--- config.mk ---
export PLATFORM = sky130hd
export DESIGN_NAME = frigate_osc_supervisor
export DESIGN_NICKNAME = d
export VERILOG_FILES = /design/src/rtl/frigate_osc_supervisor.sv
export SDC_FILE = /design/constraint.sdc
export NUM_CORES = 1
export LEC_CHECK = 0
export CORE_MARGIN = 1
export CORE_UTILIZATION = 45
export DETAILED_ROUTE_END_ITERATION = 8
export GPL_TIMING_DRIVEN = 0
export PLACE_DENSITY = 0.67
export SKIP_CTS_REPAIR_TIMING = 1
export SLEW_MARGIN = 5
export SYNTH_ARGS = -nofsm -noshare
export SYNTH_HDL_FRONTEND = slang
export SYNTH_SLANG_ARGS = --single-unit
--- constraint.sdc ---
create_clock -name clk -period 3.9 [get_ports clk]
set_clock_uncertainty 0.15 [all_clocks]
set_input_delay 0.78 -clock clk [delete_from_list [all_inputs] [get_ports clk]]
set_output_delay 0.78 -clock clk [all_outputs]
set_load 0.1 [all_outputs]
--- src/rtl/frigate_osc_supervisor.sv ---
// -----------------------------------------------------------------------------
// frigate_osc_supervisor
// Digital supervisor for NCH oscillator channels (RC, LSXO, HSXO). Each channel
// is sequenced OFF -> STARTUP -> CHECK -> RUN, with STANDBY and FAIL side states.
// After a programmable startup delay, the oscillator is checked for activity by
// counting synchronised rising edges in back-to-back windows of 2**WIN_W cycles.
//
// Ports
//   clk             always-on supervisor clock
//   reset           synchronous, active-high reset
//   ch_req          per-channel enable request (level)
//   ch_standby_req  per-channel standby request, only acted on in RUN
//   startup_cycles  per-channel startup delay, channel i at [i*CNT_W +: CNT_W]
//   osc_dout        raw oscillator outputs, asynchronous to clk
//   osc_ena         oscillator enable to the analog frontend
//   osc_standby     oscillator standby to the analog frontend
//   ch_ready        channel verified running
//   ch_fail         channel failed, held until ch_req drops
//   fail_irq        one-cycle pulse when any channel enters FAIL
// -----------------------------------------------------------------------------
module frigate_osc_supervisor #(
    parameter int NCH       = 4,
    parameter int CNT_W     = 16,
    parameter int WIN_W     = 8,
    parameter int MIN_EDGES = 4
) (
    input  logic                 clk,
    input  logic                 reset,
    input  logic [NCH-1:0]       ch_req,
    input  logic [NCH-1:0]       ch_standby_req,
    input  logic [NCH*CNT_W-1:0] startup_cycles,
    input  logic [NCH-1:0]       osc_dout,
    output logic [NCH-1:0]       osc_ena,
    output logic [NCH-1:0]       osc_standby,
    output logic [NCH-1:0]       ch_ready,
    output logic [NCH-1:0]       ch_fail,
    output logic                 fail_irq
);

    localparam int EC_W = $clog2(MIN_EDGES) + 1;
    localparam logic [EC_W:0]    MIN_EDGES_C = (EC_W + 1)'(MIN_EDGES);
    localparam logic [CNT_W-1:0] SU_ONE      = {{(CNT_W-1){1'b0}}, 1'b1};
    localparam logic [WIN_W-1:0] WIN_ONE     = {{(WIN_W-1){1'b0}}, 1'b1};
    localparam logic [EC_W-1:0]  EC_ONE      = {{(EC_W-1){1'b0}}, 1'b1};

    localparam logic [2:0] ST_OFF     = 3'd0;
    localparam logic [2:0] ST_STARTUP = 3'd1;
    localparam logic [2:0] ST_CHECK   = 3'd2;
    localparam logic [2:0] ST_RUN     = 3'd3;
    localparam logic [2:0] ST_STANDBY = 3'd4;
    localparam logic [2:0] ST_FAIL    = 3'd5;

    logic [NCH-1:0] fail_entry_s;
    logic           fail_irq_r;

    genvar g;
    generate
        for (g = 0; g < NCH; g = g + 1) begin : g_ch
            logic [2:0]       sync_r;
            logic             edge_s;
            logic [2:0]       state_r;
            logic [2:0]       state_nxt_s;
            logic [CNT_W-1:0] su_cnt_r;
            logic [CNT_W-1:0] su_cnt_nxt_s;
            logic [WIN_W-1:0] win_cnt_r;
            logic [WIN_W-1:0] win_cnt_nxt_s;
            logic [EC_W-1:0]  edge_cnt_r;
            logic [EC_W-1:0]  edge_cnt_nxt_s;
            logic [EC_W-1:0]  edge_inc_s;
            logic             win_end_s;
            logic             alive_s;
            logic             ena_r;
            logic             standby_r;
            logic             ready_r;
            logic             fail_r;

            // Two-flop synchroniser plus a third flop for rising-edge detection.
            always_ff @(posedge clk) begin
                if (reset) begin
                    sync_r <= 3'b000;
                end else begin
                    sync_r <= {sync_r[1:0], osc_dout[g]};
                end
            end

            assign edge_s     = sync_r[1] & ~sync_r[2];
            assign win_end_s  = (win_cnt_r == {WIN_W{1'b1}});
            // Saturating edge count; the edge of the current cycle still counts
            // towards a window that ends in this cycle.
            assign edge_inc_s = (edge_s && (edge_cnt_r != {EC_W{1'b1}})) ?
                                (edge_cnt_r + EC_ONE) : edge_cnt_r;
            assign alive_s    = (({1'b0, edge_cnt_r} + {{EC_W{1'b0}}, edge_s}) >= MIN_EDGES_C);

            // Channel next-state and counter logic; a dropped request wins over everything.
            always_comb begin
                state_nxt_s    = state_r;
                su_cnt_nxt_s   = su_cnt_r;
                win_cnt_nxt_s  = win_cnt_r;
                edge_cnt_nxt_s = edge_cnt_r;
                if (!ch_req[g]) begin
                    state_nxt_s    = ST_OFF;
                    su_cnt_nxt_s   = {CNT_W{1'b0}};
                    win_cnt_nxt_s  = {WIN_W{1'b0}};
                    edge_cnt_nxt_s = {EC_W{1'b0}};
                end else begin
                    case (state_r)
                        ST_OFF: begin
                            state_nxt_s  = ST_STARTUP;
                            su_cnt_nxt_s = startup_cycles[g*CNT_W +: CNT_W];
                        end
                        ST_STARTUP: begin
                            if (su_cnt_r == {CNT_W{1'b0}}) begin
                                state_nxt_s    = ST_CHECK;
                                win_cnt_nxt_s  = {WIN_W{1'b0}};
                                edge_cnt_nxt_s = {EC_W{1'b0}};
                            end else begin
                                su_cnt_nxt_s = su_cnt_r - SU_ONE;
                            end
                        end
                        ST_CHECK, ST_RUN: begin
                            if (win_end_s) begin
                                win_cnt_nxt_s  = {WIN_W{1'b0}};
                                edge_cnt_nxt_s = {EC_W{1'b0}};
                                // A dead window fails even if standby is requested now.
                                if (!alive_s) begin
                                    state_nxt_s = ST_FAIL;
                                end else if ((state_r == ST_RUN) && ch_standby_req[g]) begin
                                    state_nxt_s = ST_STANDBY;
                                end else begin
                                    state_nxt_s = ST_RUN;
                                end
                            end else if ((state_r == ST_RUN) && ch_standby_req[g]) begin
                                state_nxt_s    = ST_STANDBY;
                                win_cnt_nxt_s  = {WIN_W{1'b0}};
                                edge_cnt_nxt_s = {EC_W{1'b0}};
                            end else begin
                                win_cnt_nxt_s  = win_cnt_r + WIN_ONE;
                                edge_cnt_nxt_s = edge_inc_s;
                            end
                        end
                        ST_STANDBY: begin
                            if (!ch_standby_req[g]) begin
                                state_nxt_s    = ST_CHECK;
                                win_cnt_nxt_s  = {WIN_W{1'b0}};
                                edge_cnt_nxt_s = {EC_W{1'b0}};
                            end else begin
                                state_nxt_s = ST_STANDBY;
                            end
                        end
                        ST_FAIL: begin
                            state_nxt_s = ST_FAIL;
                        end
                        default: begin
                            state_nxt_s    = ST_OFF;
                            su_cnt_nxt_s   = {CNT_W{1'b0}};
                            win_cnt_nxt_s  = {WIN_W{1'b0}};
                            edge_cnt_nxt_s = {EC_W{1'b0}};
                        end
                    endcase
                end
            end

            // State, counters and outputs decoded from the next state so they align with it.
            always_ff @(posedge clk) begin
                if (reset) begin
                    state_r    <= ST_OFF;
                    su_cnt_r   <= {CNT_W{1'b0}};
                    win_cnt_r  <= {WIN_W{1'b0}};
                    edge_cnt_r <= {EC_W{1'b0}};
                    ena_r      <= 1'b0;
                    standby_r  <= 1'b0;
                    ready_r    <= 1'b0;
                    fail_r     <= 1'b0;
                end else begin
                    state_r    <= state_nxt_s;
                    su_cnt_r   <= su_cnt_nxt_s;
                    win_cnt_r  <= win_cnt_nxt_s;
                    edge_cnt_r <= edge_cnt_nxt_s;
                    case (state_nxt_s)
                        ST_STARTUP, ST_CHECK: begin
                            ena_r <= 1'b1; standby_r <= 1'b0; ready_r <= 1'b0; fail_r <= 1'b0;
                        end
                        ST_RUN: begin
                            ena_r <= 1'b1; standby_r <= 1'b0; ready_r <= 1'b1; fail_r <= 1'b0;
                        end
                        ST_STANDBY: begin
                            ena_r <= 1'b1; standby_r <= 1'b1; ready_r <= 1'b1; fail_r <= 1'b0;
                        end
                        ST_FAIL: begin
                            ena_r <= 1'b0; standby_r <= 1'b0; ready_r <= 1'b0; fail_r <= 1'b1;
                        end
                        default: begin
                            ena_r <= 1'b0; standby_r <= 1'b0; ready_r <= 1'b0; fail_r <= 1'b0;
                        end
                    endcase
                end
            end

            assign fail_entry_s[g] = (state_nxt_s == ST_FAIL) && (state_r != ST_FAIL);
            assign osc_ena[g]      = ena_r;
            assign osc_standby[g]  = standby_r;
            assign ch_ready[g]     = ready_r;
            assign ch_fail[g]      = fail_r;
        end
    endgenerate

    // Merge per-channel FAIL entries into one registered interrupt pulse.
    always_ff @(posedge clk) begin
        if (reset) begin
            fail_irq_r <= 1'b0;
        end else begin
            fail_irq_r <= |fail_entry_s;
        end
    end

    assign fail_irq = fail_irq_r;

endmodule

==> flow_summary.json, run 1 <==
{
  "yosys.area.top_type": "dfxtp_1",
  "die_h_um": 135.3,
  "netlist_area_um2": 7994,
  "worstSetupPathType": "register to output port",
  "synth_top_flop_cell": "dfxtp_1",
  "final_cell_area_um2": 9789,
  "critical_path.cell_chain": "buf_4, clkdlybuf4s50_1",
  "vias_per_cell": 5.726,
  "power.total_uw": 3927,
  "antenna_cells": 0,
  "p_per_area_nw_per_um2": 401.1,
  "worst_path_largest_cell_delay_ps": 1110,
  "initial_core_util_pct": 46.22,
  "fin_util_pct": 56.60,
  "tightest_slew_ps": 1134,
  "drtIter0Drc": 493,
  "core_um2": 17300,
  "dp_hpwl_um": 14670,
  "cp.required_ps": 2970,
  "synthArstFlopShare_pct": 0,
  "cts_max_path_buffers": 2,
  "rsz0062_at_grt": "false",
  "area_delta_synth_final_pct": 22.46,
  "yosys-top-cells-area": "dfxtp_1, nor2_1, a21oi_1",
  "grt_overflow": 0,
  "root_buffer": "clkbuf_16",
  "drtAntennaViolNets": 0,
  "synth_seq_area_share_pct": 37.31,
  "cts.sinks": 149,
  "syn_inst": 1020,
  "synth_top_area_share_pct": 37.31,
  "fin_crit_ps": 2946,
  "die_w_um": 135.3,
  "ys_ff_latch": 149,
  "slew_headroom_pct": 24.25,
  "ir_drop_uv": 320.8,
  "grtUsageTotal_pct": 23.28,
  "cp.arrival_ps": 2020,
  "dr.pass1.iters": 5,
  "clk_latency_ps": 430,
  "placed_cell_area_um2": 9216,
  "numPortBuffers": 94,
  "p_leak_uw": 0.003719,
  "setup_violations": 0,
  "routed_wl_um": 20680,
  "fmax_ghz": 0.3395,
  "outcome": "finished clean",
  "grt_max_degree": 17,
  "crit_fanout": 1,
  "syn_area_per_cell_um2": 7.837,
  "drive_gt1_share_pct": 7.330,
  "finalSetupTns_ps": 0,
  "critPathBufInv": 2,
  "hold_violations": 0,
  "cts_made_buffers": 17,
  "finalCritPeriodShare_pct": 75.53,
  "first_global_vias": 7111,
  "antenna_found_initial": 0,
  "r2r_slack_ps": 960,
  "wl_per_cell_um": 15.08,
  "row_count": 48,
  "vias": 7850,
  "ys_warn_count": 0,
  "final_nets": 1231,
  "drv_cap": 0,
  "drv_slew": 0,
  "cts_max_level": 4,
  "critPathTopFamily": "buffers and inverters",
  "clk_pin_slew_ps": 50,
  "ioPinCount": 95,
  "tritoncts": "built",
  "synth_nets": 1118,
  "synth.most_common_cell": "dfxtp_1",
  "synth_cell_types": 70,
  "start_kind": "register",
  "end_kind": "output port",
  "route.detailed.drc": 0,
  "crit_path_top_delay_cell": "clkdlybuf4s50_1",
  "hp-class": "register to register",
  "synth_edf_count": 0,
  "place_congestion": 0.8678,
  "die_area_um2": 18300,
  "grt_pass1_wl_um": 34220,
  "ys_top_cells_by_count": "dfxtp_1, nor2_1, a21oi_1, nand2_1, o21ai_0"
}
area by class of cell:
class / instances / area [µm²]
multi-input combinational: 787 / 4611
inverter: 27 / 101.3
sequential: 149 / 2983
tap: 225 / 281.5
fill: 1699 / 7507
buffer: 57 / 299.0
clock inverter: 9 / 75.07
clock buffer: 23 / 498.0
timing repair buffer: 94 / 940.9
kinds of logic (layout without fill, tap and decap cells):
group                    after synthesis  after routing  synth area share, %
multiplexers                           7              7               0.9078
XOR/XNOR                              10             10                1.096
adder cells (fa/ha/maj)               20             20                3.130
flip-flops                           149            149                37.31
buffers and inverters                 84            210                5.009
AO/OA/AOI/OAI                        320            320                25.34
AND/OR/NAND/NOR                      430            430                27.20
layer usage:
layer	global-route usage (%)	routed length [µm]	vias to the layer above
met5	0	0	-
met4	7.179	256	0
met3	4.602	1018	21
met2	37.75	9482	215
met1	31.04	9921	3640
li1	-	-	3974
registers in the layout, summed over array words and instances (netlist names):
register,count
g_ch.ready_r,4
g_ch.su_cnt_r,64
g_ch.ena_r,4
g_ch.edge_cnt_r,12
g_ch.standby_r,4
g_ch.fail_r,4
g_ch.sync_r,12
g_ch.win_cnt_r,32
fail_irq,1
g_ch.state_r,12
where the power goes:
part	switching (µW)	internal [µW]
Combinational	402	300
Sequential	52.4	1580
Clock	639	955
layout by cell type (no fill, tap or decap), types with 6 or more instances in the layout:
cell type / instances
dfxtp_1: 149
nor2_1: 125
clkdlybuf4s50_1: 94
a21oi_1: 92
nand2_1: 87
o21ai_0: 86
nor3_1: 44
clkbuf_1: 33
a22oi_1: 29
nor2b_1: 28
inv_1: 27
nand3_1: 24
ha_1: 20
buf_4: 17
clkbuf_16: 17
nand2b_1: 16
and3_1: 16
o22ai_1: 14
a211oi_1: 13
nor4_1: 12
nor3b_1: 11
and2_1: 11
a31oi_1: 11
or3_1: 10
xor2_1: 9
or4_1: 8
a32o_1: 8
nand3b_1: 7
nand4_1: 6
a221oi_1: 6
o31ai_1: 6
clkinv_2: 6
final timing paths:
kind | startpoint | end | cells after the start
setup / recovery | g_ch[3].ena_r | osc_ena[3] | 2
hold / removal | g_ch[2].sync_r[0] | g_ch[2].sync_r[1] | 1
setup reg to reg | g_ch[2].su_cnt_r[6] | g_ch[2].edge_cnt_r[2] | 6
hold reg to reg | g_ch[2].sync_r[0] | g_ch[2].sync_r[1] | 1
stage by stage:
stage               setup slack [ps]  hold slack, ps  cells
global placement               672.6           265.9   1339
CTS                            927.4           288.4   1371
detailed placement             669.8           275.1   1339
floorplan                       1476           263.8   1020
global route                   780.4           307.0   1371
finish                         954.3           284.8   1371
No activity file was read; power rests on OpenSTA's default activity.
==> run 2, diff against run 1 <==
clock period = 2.8 ns   (was 3.9 ns; I/O delays follow)
==> flow_summary.json, run 2 (synthesized netlist as in run 1, its figures left out) <==
{
  "die_h_um": 135.3,
  "multiInputGateArea_um2": 4647,
  "wl_per_cell_um": 15.07,
  "final_common_cell": "dfxtp_1",
  "grt_overflow": 0,
  "root_buffer": "clkbuf_16",
  "ioPinCount": 95,
  "cts_max_level": 4,
  "vias": 7860,
  "fill_cells": 1695,
  "core_um2": 17300,
  "dp_hpwl_um": 14670,
  "dr.pass1.iters": 6,
  "power_frac_seq_pct": 41.5,
  "outcome": "finished clean",
  "row_count": 48,
  "vias_per_cell": 5.733,
  "drtAntennaViolNets": 0,
  "p_sw_share_pct": 27.91,
  "p_per_area_nw_per_um2": 557.8,
  "drv_cap": 0,
  "cts_max_path_buffers": 2,
  "power.total_uw": 5482,
  "antenna_cells": 0,
  "cp.required_ps": 2090,
  "drtIter0Drc": 543,
  "top_register": "g_ch.su_cnt_r",
  "largest_reg_flops": 64,
  "reg.largest.list": "g_ch.su_cnt_r: 64 flops, g_ch.win_cnt_r: 32 flops",
  "route.detailed.drc": 0,
  "initial_core_util_pct": 46.22,
  "start_kind": "register",
  "clk_pin_slew_ps": 50,
  "die_area_um2": 18300,
  "grt_max_degree": 17,
  "grtUsageTotal_pct": 23.28,
  "antenna_found_initial": 0,
  "final_nets": 1231,
  "layout.cells.most_common_list": "dfxtp_1, nor2_1, clkdlybuf4s50_1, a21oi_1, nand2_1",
  "switching_power_uw": 1530,
  "ir_drop_uv": 446.2,
  "slew_headroom_pct": 22.18,
  "regArea_um2": 2983,
  "placed_cell_area_um2": 9216,
  "tritoncts": "built",
  "final_cell_area_um2": 9828,
  "p_leak_uw": 0.003731,
  "clk_latency_ps": 430,
  "numPortBuffers": 94,
  "p_clk_share_pct": 40.5,
  "tightest_slew_ps": 1165,
  "grt_pass1_wl_um": 34220,
  "cts.sinks": 149,
  "area_delta_synth_final_pct": 22.95,
  "worst_slack_ps": 70.90,
  "place_congestion": 0.8678,
  "hp-class": "register to register",
  "cts_made_buffers": 17,
  "worstSetupPathType": "register to output port",
  "finalCritPeriodShare_pct": 97.47,
  "setup_violations": 0,
  "die_w_um": 135.3,
  "hold_violations": 0,
  "end_kind": "output port",
  "place_ws_ps": -210.2,
  "fmax_ghz": 0.3664,
  "drive_gt1_share_pct": 8.028,
  "crit_fanout": 1,
  "first_global_vias": 7111,
  "internal-power_uw": 3952,
  "cp.arrival_ps": 2020,
  "drv_slew": 0,
  "combPwrFrac_pct": 18.1,
  "fin_crit_ps": 2729,
  "routed_wl_um": 20660
}
## run 2: cell counts in the layout (fill, tap and decap cells not counted)
Identical to the previous run, type by type.
## run 2: power groups by stage
stage	sequential, µW	clock (µW)	combinational, µW
2_1_floorplan	2290	0	671
3_3_place_gp	2310	0	963
3_5_place_dp	2310	0	964
4_1_cts	2270	2280	972
5_1_grt	2280	2370	1090
6_report	2270	2220	990
## run 2: per-stage QoR
stage | instances | utilization [%] | hold WS (ps) | TNS, ps
floorplan | 1020 | - | 263.8 | 0
global placement | 1339 | 53.28 | 265.9 | -5143
detailed placement | 1339 | 53.28 | 275.1 | -4865
CTS | 1371 | 56.60 | 288.4 | -750.9
global route | 1371 | 56.82 | 307.0 | -10.22
finish | 1371 | 56.82 | 284.8 | 0
## run 2: worst max-delay path, stage by stage (launching register included)
cell and delay (ps):
dfxtp_1 360, buf_4 120, clkdlybuf4s50_1 1110
## run 2: path summary, 6_finish.rpt
check	cells past startpoint	start	endpoint	slack, ps
worst max-delay path	2	g_ch[3].ena_r	osc_ena[3]	70
worst max register to register	6	g_ch[1].su_cnt_r[10]	g_ch[1].su_cnt_r[10]	120
worst min-delay path	1	g_ch[2].sync_r[0]	g_ch[2].sync_r[1]	280
worst min register to register	1	g_ch[2].sync_r[0]	g_ch[2].sync_r[1]	280
## run 2: final cells by class
cell class | count | area share, %
sequential | 149 | 30.35
clock inverter | 9 | 0.7638
buffer | 57 | 3.068
multi-input combinational | 787 | 47.28
clock buffer | 23 | 5.067
inverter | 27 | 1.031
tap | 225 | 2.864
timing repair buffer | 94 | 9.574
## run 2: layer usage
metal	vias to the layer above	track usage, %	part of all wire, %
li1	3977	-	-
met1	3644	31.04	47
met2	223	37.75	46
met3	16	4.602	5.7
met4	0	7.179	1.1
met5	-	0	0
==> run 3, diff against run 2 <==
HOLD_SLACK_MARGIN = 0.05   (was default)
==> results of run 3 <==
Final layout, timing and power as in run 2 (identical DEF).
